[config.mk]
export PLATFORM = sky130hd
export DESIGN_NAME = energy_arbiter
export DESIGN_NICKNAME = d
export VERILOG_FILES = /design/src/rtl/energy_arb_pkg.sv /design/src/rtl/energy_arbiter_rr_picker.sv /design/src/rtl/energy_arbiter.sv
export SDC_FILE = /design/constraint.sdc
export NUM_CORES = 1
export LEC_CHECK = 0
export CORE_AREA = 2 2 39 41
export CTS_BUF_LIST = sky130_fd_sc_hd__clkbuf_8
export DETAILED_ROUTE_END_ITERATION = 16
export DIE_AREA = 0 0 41 43
export GPL_TIMING_DRIVEN = 0
export HOLD_SLACK_MARGIN = 0.05
export PLACE_DENSITY = 0.8
export SYNTH_ARGS = -nofsm -noshare
export SYNTH_HDL_FRONTEND = slang
export SYNTH_HIERARCHICAL = 1
export SYNTH_SLANG_ARGS = --single-unit
[constraint.sdc]
create_clock -name clk -period 4.4 [get_ports clk]
set_clock_uncertainty 0.15 [all_clocks]
set_input_delay 0.66 -clock clk [delete_from_list [all_inputs] [get_ports clk]]
set_output_delay 0.66 -clock clk [all_outputs]
set_load 0.005 [all_outputs]
[src/rtl/energy_arb_pkg.sv]
// Shared types and constants for the energy counter arbiter.
// State encoding and request direction values used by energy_arbiter and rr_picker.
package energy_arb_pkg;

  typedef enum logic [1:0] {
    ARB_IDLE  = 2'd0,
    ARB_GRANT = 2'd1,
    ARB_COOL  = 2'd2
  } arb_state_t;

  localparam logic DIR_INC = 1'b1;
  localparam logic DIR_DEC = 1'b0;

endpackage : energy_arb_pkg

[src/rtl/energy_arbiter_rr_picker.sv]
// Combinational round-robin picker: first eligible requester at or after ptr.
// Returns the winner index and a valid flag when any requester is eligible.
module rr_picker
  import energy_arb_pkg::*;
#(
  parameter int N_REQ = 4,
  parameter int IW    = 2
) (
  input  logic [N_REQ-1:0] elig,
  input  logic [IW-1:0]    ptr,
  output logic [IW-1:0]    winner,
  output logic             valid
);

  localparam logic [IW:0] NREQ_W = N_REQ[IW:0];

  logic [IW:0] idx;

  // Scan offsets from farthest to nearest so the nearest hit is written last.
  always_comb begin
    winner = '0;
    valid  = 1'b0;
    idx    = '0;
    for (int off = N_REQ - 1; off >= 0; off--) begin
      idx = {1'b0, ptr} + off[IW:0];
      if (idx >= NREQ_W) begin
        idx = idx - NREQ_W;
      end
      if (elig[idx[IW-1:0]]) begin
        winner = idx[IW-1:0];
        valid  = 1'b1;
      end
    end
  end

endmodule : rr_picker

[src/rtl/energy_arbiter.sv]
// Round-robin arbiter serialising requests into single inc/dec pulses for the energy counter.
// Optional saturation filter enabled by defining ENERGY_ARB_SAT_FILTER_EN.
//
// state     | meaning
// ARB_IDLE  | waiting for an eligible request; arbitration happens on this edge
// ARB_GRANT | one-cycle grant and counter pulse to the latched winner
// ARB_COOL  | enforced gap of GAP cycles before the next arbitration
module energy_arbiter
  import energy_arb_pkg::*;
#(
  parameter int N_REQ = 4,
  parameter int W     = 7,
  parameter int GAP   = 1
) (
  input  logic             clk,
  input  logic             rst,
  input  logic [N_REQ-1:0] req,
  input  logic [N_REQ-1:0] req_dir,
  input  logic             asleep,
  input  logic [W-1:0]     energy,
  output logic [N_REQ-1:0] gnt,
  output logic             en_inc,
  output logic             en_dec,
  output logic             dropped,
  output logic             busy
);

  localparam int IW = (N_REQ > 1) ? $clog2(N_REQ) : 1;
  localparam int CW = (GAP > 0) ? $clog2(GAP + 1) : 1;
  localparam logic [IW:0]      NREQ_W   = N_REQ[IW:0];
  localparam logic [CW-1:0]    GAP_W    = GAP[CW-1:0];
  localparam logic [CW-1:0]    CNT_ONE  = {{(CW-1){1'b0}}, 1'b1};
  localparam logic [N_REQ-1:0] GNT_ONE  = {{(N_REQ-1){1'b0}}, 1'b1};

  arb_state_t state_q, state_d;

  logic [IW-1:0]    ptr_q;
  logic [IW-1:0]    win_q;
  logic [CW-1:0]    cnt_q;
  logic [N_REQ-1:0] elig;
  logic [IW-1:0]    pick_win;
  logic             pick_valid;
  logic             dir_now;
  logic             sat_hit;
  logic [IW:0]      ptr_inc;
  logic [IW-1:0]    ptr_nxt;

  logic [N_REQ-1:0] gnt_d;
  logic             en_inc_d;
  logic             en_dec_d;
  logic             dropped_d;
  logic             busy_d;

  // Requester 0 (sleep controller) is the only one allowed through while asleep.
  assign elig = req & {{(N_REQ-1){~asleep}}, 1'b1};

  rr_picker #(
    .N_REQ (N_REQ),
    .IW    (IW)
  ) u_picker (
    .elig   (elig),
    .ptr    (ptr_q),
    .winner (pick_win),
    .valid  (pick_valid)
  );

  assign dir_now = req_dir[pick_win];

`ifdef ENERGY_ARB_SAT_FILTER_EN
  assign sat_hit = (dir_now == DIR_INC) ? (energy == {W{1'b1}}) : (energy == {W{1'b0}});
`else
  logic unused_energy;
  assign unused_energy = ^energy;
  assign sat_hit       = 1'b0;
`endif

  assign ptr_inc = {1'b0, win_q} + {{IW{1'b0}}, 1'b1};
  assign ptr_nxt = (ptr_inc == NREQ_W) ? '0 : ptr_inc[IW-1:0];

  always_comb begin
    state_d   = state_q;
    gnt_d     = '0;
    en_inc_d  = 1'b0;
    en_dec_d  = 1'b0;
    dropped_d = 1'b0;
    case (state_q)
      ARB_IDLE: begin
        if (pick_valid) begin
          state_d   = ARB_GRANT;
          gnt_d     = GNT_ONE << pick_win;
          en_inc_d  = (dir_now == DIR_INC) && !sat_hit;
          en_dec_d  = (dir_now == DIR_DEC) && !sat_hit;
          dropped_d = sat_hit;
        end
      end
      ARB_GRANT: begin
        state_d = (GAP > 0) ? ARB_COOL : ARB_IDLE;
      end
      ARB_COOL: begin
        if (cnt_q <= CNT_ONE) begin
          state_d = ARB_IDLE;
        end
      end
      default: begin
        state_d = ARB_IDLE;
      end
    endcase
    busy_d = (state_d != ARB_IDLE);
  end

  always_ff @(posedge clk) begin
    if (rst) begin
      state_q <= ARB_IDLE;
      ptr_q   <= '0;
      win_q   <= '0;
      cnt_q   <= '0;
      gnt     <= '0;
      en_inc  <= 1'b0;
      en_dec  <= 1'b0;
      dropped <= 1'b0;
      busy    <= 1'b0;
    end else begin
      state_q <= state_d;
      gnt     <= gnt_d;
      en_inc  <= en_inc_d;
      en_dec  <= en_dec_d;
      dropped <= dropped_d;
      busy    <= busy_d;
      if (state_q == ARB_IDLE && pick_valid) begin
        win_q <= pick_win;
      end
      if (state_q == ARB_GRANT) begin
        ptr_q <= ptr_nxt;
        cnt_q <= GAP_W;
      end else if (state_q == ARB_COOL && cnt_q != '0) begin
        cnt_q <= cnt_q - CNT_ONE;
      end
    end
  end

endmodule : energy_arbiter

==> metrics.txt <==
status=completed; RSZ-0062 raised after global routing=no; Util after Layout=between 50% and 60%; Total GRT Usage=about an eighth; number of max-cap violations=0; core area=1380 um2; hold_buf cts=0; IO Count=26; global-route wire length before repair=around 1.6 mm; fraction of layout cells with a size suffix above 1=11.8%; gpl congestion=0.827; Die Y=43 um; Post-DRT Antenna Nets=0; Initial DRC Count=2; Mapped Avg Cell Area=9.92 um2; # clock sinks=13; H-tree depth=1; worst-case reg-to-reg path depth=5; WL final=960 um; routed via count=427; slowest stage cell, crit path=mux4_2; DRT Pass-1 Iters=3; DP HPWL=about 770 um; Endpoint, Worst Hold=win_q[1]$_SDFFE_PP0P_; initial antenna violation count=0; post-CTS sizing=0; reg2reg end=en_inc$_SDFF_PP0_; CTS buffer count=3; Pins Over Slew Limit=0; clk buf depth=2; post-synthesis register bit count=13; leakage=0.327 nW; final hold viol count=0; DRC Markers=0; gr ovfl total=0; Crit. End Element=flop; vias in the first global route=398; crit-path cells=clkdlybuf4s50_1 > nor2b_1 > mux2i_1 > a211oi_2 > mux4_2 > and2_1; largest net degree at the start of global routing=8; fin crit period=2.69 ns; Max IR drop VDD=0.232 mV; most frequent cells in the layout=clkdlybuf4s50_1 (17), dfxtp_1 (13), nor2_1 (12), mux2i_1 (5); Setup Viol. Count Final=0; PwrDens=365 nW/um2; worst skew pair latency=0.23 ns; diodes inserted=0; CTS tree=built; setup_tns=0 ns; slowest stage delay, CP=between 0.5 and 0.6 ns; CP Launch Type=primary input; Final Non-Filler Cells=between 90 and 100; CP Max Fanout=6; die area=1760 um2; Worst EP arrival=about 2.7 ns; Mapped Cells=55; Initial Util=approximately two fifths; DR vias/cell=around 4.6; Hold/Removal Path Class=flop to flop; Worst Hold Path Cells=2; clk slew on worst S/H paths=0.05 ns; Std-Cell Rows=14; post-CTS setup buffers=0; post-synth cell types=21; maximum clock frequency=around 370 MHz; drt wl/cell=10.4 um; R2R setup slack=2.38 ns; Tcrit/Tclk final=61.1%; RR Startpoint=ptr_q[1]$_SDFFE_PP0N_; critical path's top delay family=multiplexers; Cells after DPL=88; CP Data Required Time=4.38 ns; CP bufs+invs=1; synthesized area=about 550 um2; warnings from Yosys=6; critical path class=primary input to flop; Layout area overhead=43.1%; Final nets=96; Die W=41 um; Synth Net Count=74; PortBufs=17; root buf cell=clkbuf_8; commonest non-fill, non-tap cell in the layout=clkdlybuf4s50_1; Hold Startpoint=win_q[1]$_SDFFE_PP0P_; sequential fraction of the synthesis area=a little under half
==> per-stage QoR <==
step	worst slack, ns	area (um2)	hold slack, ns	total power [W]
final	1.71	781	0.350	0.000285
after global routing	1.56	781	0.409	0.000296
after CTS	1.69	781	0.358	0.000287
after detailed placement	1.45	736	0.346	0.000187
after global placement	1.46	736	0.336	0.000186
after floorplan	2.10	546	0.315	0.000163
==> worst register-to-register path, stage by stage, from the launching register on <==
cell,delay (ns)
dfxtp_1,0.43
nand2b_1,0.15
a21oi_1,0.07
a211oi_2,0.37
mux4_2,0.57
and2_1,0.17
==> area by class of cell <==
type                    count  area (um2)
well taps                  16        20.0
fillers                   139         603
clock buffers               3        41.3
clock inverters             1        3.75
repair buffers             17         170
multi-input cells          40         274
plain buffers               1        7.51
inverters                   1        3.75
flip-flops and latches     13         260
==> report_power, final <==
part	internal, W	leakage (nW)	switching, W
Sequential	0.000127	0.107	0.00000529
Combinational	0.0000313	0.194	0.0000206
Clock	0.0000614	0.0269	0.0000391
==> cell usage after synthesis <==
cell type  count  area share (%)
a211oi_1       1             1.4
nand2b_1       3             3.4
mux4_2         1             4.1
nand2_1        3             2.1
inv_1          1            0.69
ha_1           1             2.3
dfxtp_1       13              48
buf_4          1             1.4
nor3_1         1            0.92
and2_1         1             1.1
nand2b_2       1             1.6
mux2i_1        5             9.2
o21ai_0        1            0.92
and3_2         1             1.4
a21oi_1        1            0.92
nor3b_4        1             3.4
a211oi_2       1             2.3
nor3b_1        2             2.8
nor2b_1        3             3.4
conb_1         1            0.69
nor2_1        12             8.3
==> how the worst max path moves through the flow <==
| stage | endpoint | cells past startpoint | from |
|---|---|---|---|
| 2_1_floorplan | en_inc$_SDFF_PP0_ | 5 | req[3] |
| 6_report | en_inc$_SDFF_PP0_ | 6 | req[3] |
| 5_1_grt | en_inc$_SDFF_PP0_ | 6 | req[3] |
| 3_3_place_gp | en_inc$_SDFF_PP0_ | 6 | req[3] |
| 4_1_cts | en_inc$_SDFF_PP0_ | 6 | req[3] |
| 3_5_place_dp | en_inc$_SDFF_PP0_ | 6 | req[3] |
==> flip-flops by register name, indices dropped and copies added, names as in the netlist <==
name / count
busy: 1
state_q: 2
win_q: 2
ptr_q: 2
gnt: 4
en_inc: 1
en_dec: 1
==> logic make-up after synthesis <==
family	synth area share (%)
AND/OR/NAND/NOR	28.4
flip-flops	47.7
multiplexers	13.3
AO/OA/AOI/OAI	5.50
buffers and inverters	2.06
adder cells (fa/ha/maj)	2.29
other	0.687
==> per-layer routing <==
layer / wire, um / vias up / GRT usage, %
li1: - / 226 / -
met5: 0 / - / 0
met3: 60 / 0 / 3.14
met4: 0 / 0 / 2.00
met1: 432 / 188 / 15.4
met2: 466 / 13 / 20.9
(Power assumes the default switching activity.)
